## src/rtl/hazard_scoreboard.sv

```systemverilog
// Decode-side scoreboard for long-latency producers: tracks owed register writes
// and an in-flight count, and stalls decode on RAW, WAW or capacity hazards.
module hazard_scoreboard #(
  parameter int unsigned MAX_OUTSTANDING = 4,
  parameter int unsigned CNT_W           = $clog2(MAX_OUTSTANDING + 1)
) (
  input  logic             i_clk,
  input  logic             i_rst_n,
  input  logic [6:0]       i_opcode,
  input  logic [4:0]       i_rs1,
  input  logic [4:0]       i_rs2,
  input  logic             i_issue_valid,
  input  logic             i_issue_long,
  input  logic [4:0]       i_issue_rd,
  input  logic             i_flush,
  input  logic             i_wb_valid,
  input  logic [4:0]       i_wb_rd,
  output logic             o_stall,
  output logic [31:0]      o_pending,
  output logic [CNT_W-1:0] o_outstanding,
  output logic             o_err
);

  localparam logic [6:0] OPCODE_R      = 7'b0110011;
  localparam logic [6:0] OPCODE_STORE  = 7'b0100011;
  localparam logic [6:0] OPCODE_BRANCH = 7'b1100011;
  localparam logic [6:0] OPCODE_JAL    = 7'b1101111;
  localparam logic [6:0] OPCODE_LUI    = 7'b0110111;
  localparam logic [6:0] OPCODE_AUIPC  = 7'b0010111;

  localparam logic [CNT_W-1:0] MAX_CNT = CNT_W'(MAX_OUTSTANDING);

  logic [31:0]      pend_q, pend_d;
  logic [CNT_W-1:0] cnt_q, cnt_d;
  logic             err_q, err_d;

  logic        rs1_used, rs2_used;
  logic [31:0] clr_vec, busy_vec;
  logic        raw1, raw2, waw, full;
  logic        stall, accept;

  // A writeback landing this cycle is forwarded, so it no longer blocks decode.
  always_comb begin
    rs1_used = !((i_opcode == OPCODE_JAL) || (i_opcode == OPCODE_LUI) ||
                 (i_opcode == OPCODE_AUIPC));
    rs2_used = (i_opcode == OPCODE_R) || (i_opcode == OPCODE_STORE) ||
               (i_opcode == OPCODE_BRANCH);

    clr_vec = '0;
    if (i_wb_valid && (i_wb_rd != 5'd0)) clr_vec[i_wb_rd] = 1'b1;
    busy_vec = pend_q & ~clr_vec;

    raw1   = rs1_used && busy_vec[i_rs1];
    raw2   = rs2_used && busy_vec[i_rs2];
    waw    = i_issue_long && busy_vec[i_issue_rd];
    full   = i_issue_long && (cnt_q == MAX_CNT) && !i_wb_valid;
    stall  = i_issue_valid && !i_flush && (raw1 || raw2 || waw || full);
    accept = i_issue_valid && i_issue_long && !i_flush && !stall;
  end

  // Set is applied after clear so a same-register set/clear leaves the bit set.
  always_comb begin
    pend_d = pend_q & ~clr_vec;
    if (accept && (i_issue_rd != 5'd0)) pend_d[i_issue_rd] = 1'b1;
    pend_d[0] = 1'b0;

    cnt_d = cnt_q;
    if (accept && !i_wb_valid && (cnt_q != MAX_CNT)) begin
      cnt_d = cnt_q + CNT_W'(1);
    end else if (i_wb_valid && !accept && (cnt_q != '0)) begin
      cnt_d = cnt_q - CNT_W'(1);
    end

    err_d = err_q;
    if (i_wb_valid && ((cnt_q == '0) || ((i_wb_rd != 5'd0) && !pend_q[i_wb_rd]))) begin
      err_d = 1'b1;
    end
  end

  always_ff @(posedge i_clk or negedge i_rst_n) begin
    if (!i_rst_n) begin
      pend_q <= '0;
      cnt_q  <= '0;
      err_q  <= 1'b0;
    end else begin
      pend_q <= pend_d;
      cnt_q  <= cnt_d;
      err_q  <= err_d;
    end
  end

  assign o_stall       = stall;
  assign o_pending     = pend_q;
  assign o_outstanding = cnt_q;
  assign o_err         = err_q;

endmodule

```

## config.mk

```make
export PLATFORM = sky130hd
export DESIGN_NAME = hazard_scoreboard
export DESIGN_NICKNAME = d
export VERILOG_FILES = /design/src/rtl/hazard_scoreboard.sv
export SDC_FILE = /design/constraint.sdc
export NUM_CORES = 1
export LEC_CHECK = 0
export ABC_AREA = 0
export CORE_MARGIN = 5
export CORE_UTILIZATION = 45
export CTS_CLUSTER_DIAMETER = 60
export DETAILED_ROUTE_END_ITERATION = 8
export DONT_BUFFER_PORTS = 1
export PLACE_DENSITY_LB_ADDON = 0.1
export REMOVE_ABC_BUFFERS = 1
export SLEW_MARGIN = 40
export SYNTH_ARGS = -nofsm -noshare
export SYNTH_HDL_FRONTEND = slang
export SYNTH_SLANG_ARGS = --single-unit
```

## constraint.sdc

```tcl
create_clock -name i_clk -period 8.82 [get_ports i_clk]
set_input_delay 0.441 -clock i_clk [delete_from_list [all_inputs] [get_ports i_clk]]
set_output_delay 0.441 -clock i_clk [all_outputs]
set_load 0.05 [all_outputs]
```

==> impl_metrics.tcl <==
set metrics [dict create \
    gp_congestion 0.917 \
    syn_inst 355 \
    synth_top_cell_area_share_pct 26.7 \
    status "completed" \
    synth_warnings 0 \
    die_w_um 95.3 \
    seqCellArea_um2 876 \
    critPathKind "flip-flop to flip-flop" \
    initial_utilization_pct 45.6 \
    synth_most_common_cell "o21ai_0" \
    rsz0062_at_grt "no" \
    drv_cap 0 \
    fin_tns_setup_ns 0 \
    port_buffers 0 \
    syn-cell-area_um2 3270 \
    relSlewSlack_pct 53.4 \
    synth_edf_count 0 \
    cts_resized 0 \
    hp-start "i_wb_valid" \
    fin_util_pct 47.4 \
    cts_buffer_depth 2 \
    cp.arrival_ns 3.60 \
    hold_ws_ns 0.271 \
    grtUsageTotal_pct 26.2 \
    end_kind "flip-flop" \
    fmax_mhz 291 \
    clockRootBuffer "clkbuf_8" \
    setup_viol 0 \
    synth_area_leaders "dfrtp_1, mux4_2, o21ai_0" \
    reg2reg_from "o_pending[14]" \
    crit_required_ns 8.99 \
    synth_area_per_cell_um2 9.22 \
    min_delay_path_depth 1 \
    antenna_found_initial 0 \
    rows 31 \
    ys.flop_type "dfrtp_1" \
    clock-skew-final_ns 0.00729 \
    min_period_ns 3.43 \
    first_pass_iters 5 \
    nets 372 \
    grt_pass1_vias 3029 \
    drt-vias-per-instance 7.11 \
    finalHoldViolCount 0 \
    n_fill_cell 706 \
    hold_end "o_err" \
    synth_cell_type_count 61 \
    drv_slew 0 \
    synthTopCellsByCount "o21ai_0, dfrtp_1, mux2_2" \
    wl_per_cell_um 26.3 \
    n_antenna_cell 0 \
    clk-insertion-delay-late_ns 0.29 \
    r2r-end "o_outstanding[2]" \
    reg2reg_depth 11 \
    drt_drc_violations_left 0 \
    grt_max_degree 36 \
    fin_crit_sh_pct 38.9 \
    total_power_w 0.000562 \
    leakagePower_nw 1.23 \
    crit_fanout 7 \
    power_density_nw_per_um2 165 \
    r2r_setup_slack_ns 5.39 \
    dp_hpwl_mm 8.39 \
    path_clk_slew_ns 0.07 \
    htree_levels 2 \
    area_growth_pct 3.86 \
    die_area_um2 9080 \
    grt_overflow_total 0 \
    holdCritPathClass "primary input to flip-flop" \
    cts_buffers 5 \
    multi_input_area_um2 2240 \
    synth-seq-area-share_pct 26.7 \
    startpoint_type "flip-flop" \
    drive_gt1_share_pct 16.8 \
    grt_first_pass_wirelength_mm 18.0 \
    drt-initial-drc-count 334 \
    async_flop_share_pct 100 \
    die_y_um 95.3 \
    ys_seq_elements 35 \
    pin_count 70 \
    worst_pin_slew_ns 0.699 \
    ant_nets 0 \
    clock-sinks 35 \
    tritoncts "yes" \
    ir_worst_vdd_v 0.0000605 \
    core_area_um2 7180 \
    vias 3113 \
    wl_mm 11.5 \
    yosysTopAreaCell "dfrtp_1" \
]
-- sequential cells by signal (all words and copies together) (netlist names) --
register	cells
o_err	1
o_outstanding	3
o_pending	31
-- how the worst max path moves through the flow --
stage	slack, ns	start	to	cells past startpoint
6_report	5.39	o_pending[14]	o_outstanding[2]	11
5_1_grt	5.22	o_pending[23]	o_outstanding[2]	11
4_1_cts	5.40	o_pending[13]	o_outstanding[2]	11
3_5_place_dp	5.17	i_wb_rd[2]	o_outstanding[2]	11
3_3_place_gp	5.23	i_wb_rd[2]	o_outstanding[2]	11
2_1_floorplan	5.49	i_wb_rd[2]	o_outstanding[2]	11
-- power by group --
group | internal (W) | total, W | switching [W]
clock network | 0.0000552 | 0.000117 | 0.0000617
logic | 0.0000712 | 0.000144 | 0.0000731
registers | 0.000180 | 0.000301 | 0.000121
total | 0.000307 | 0.000562 | 0.000256
-- cell families after synthesis --
logic type	Yosys count	synth area share, %
buf+inv	38	4.93
mux	45	21.0
compound gates	133	27.5
other cells	1	0.115
flops	35	26.7
fa+ha+maj	1	0.611
xor+xnor	8	2.14
simple gates	94	17.0
-- timing repair --
item,CTS,global route
hold buffers,2,0
setup buffers,0,0
endpoints found under the hold margin,35,0
-- metrics by stage --
stage | cell area, µm² | setup WS (ns) | instances
after global routing | 3400 | 5.22 | 438
after global placement | 3280 | 5.23 | 428
after floorplan | 3160 | 5.49 | 329
after CTS | 3400 | 5.40 | 438
after detailed placement | 3290 | 5.17 | 428
final | 3400 | 5.39 | 438
-- cell usage in the layout (no fill, tap or decap), drive strengths merged, types with 4 or more instances in the layout --
master	synthesis	layout
o311ai	16	16
nor2	18	18
a211oi	6	6
nand2	15	15
a2111oi	4	4
o21ai	70	70
dfrtp	35	35
mux4	17	17
o211ai	7	7
nor2b	8	8
o2111ai	7	7
or2	4	4
clkbuf	18	6
nand3	4	4
nand4b	4	4
mux2i	9	9
xor2	6	6
nor3	8	8
o31ai	5	5
nand2b	9	9
mux2	19	19
inv	12	12
-- layout make-up --
cell class | count | share of cell area (%)
tap | 99 | 3.64
clock inverter | 2 | 0.368
multi-input combinational | 282 | 65.9
sequential | 35 | 25.8
clock buffer | 6 | 2.13
timing repair buffer | 2 | 0.883
inverter | 12 | 1.32
-- critical path: stages (launching register included) --
cell	delay, ns
dfrtp_1	0.61
mux2_2	0.37
a2111oi_0	0.44
o2111ai_1	0.18
a31o_2	0.24
nand3_1	0.13
nand4b_4	0.16
nor2_1	0.12
inv_1	0.06
fa_1	0.36
nand2b_1	0.17
mux4_2	0.47
-- metal layers --
layer / GRT usage, % / vias up / wire length, µm
met5: 0 / - / 0
li1: - / 1369 / -
met1: 35.7 / 1565 / 4810
met3: 6.47 / 14 / 1090
met2: 41.7 / 165 / 5470
met4: 6.13 / 0 / 166
(Power assumes the default switching activity.)
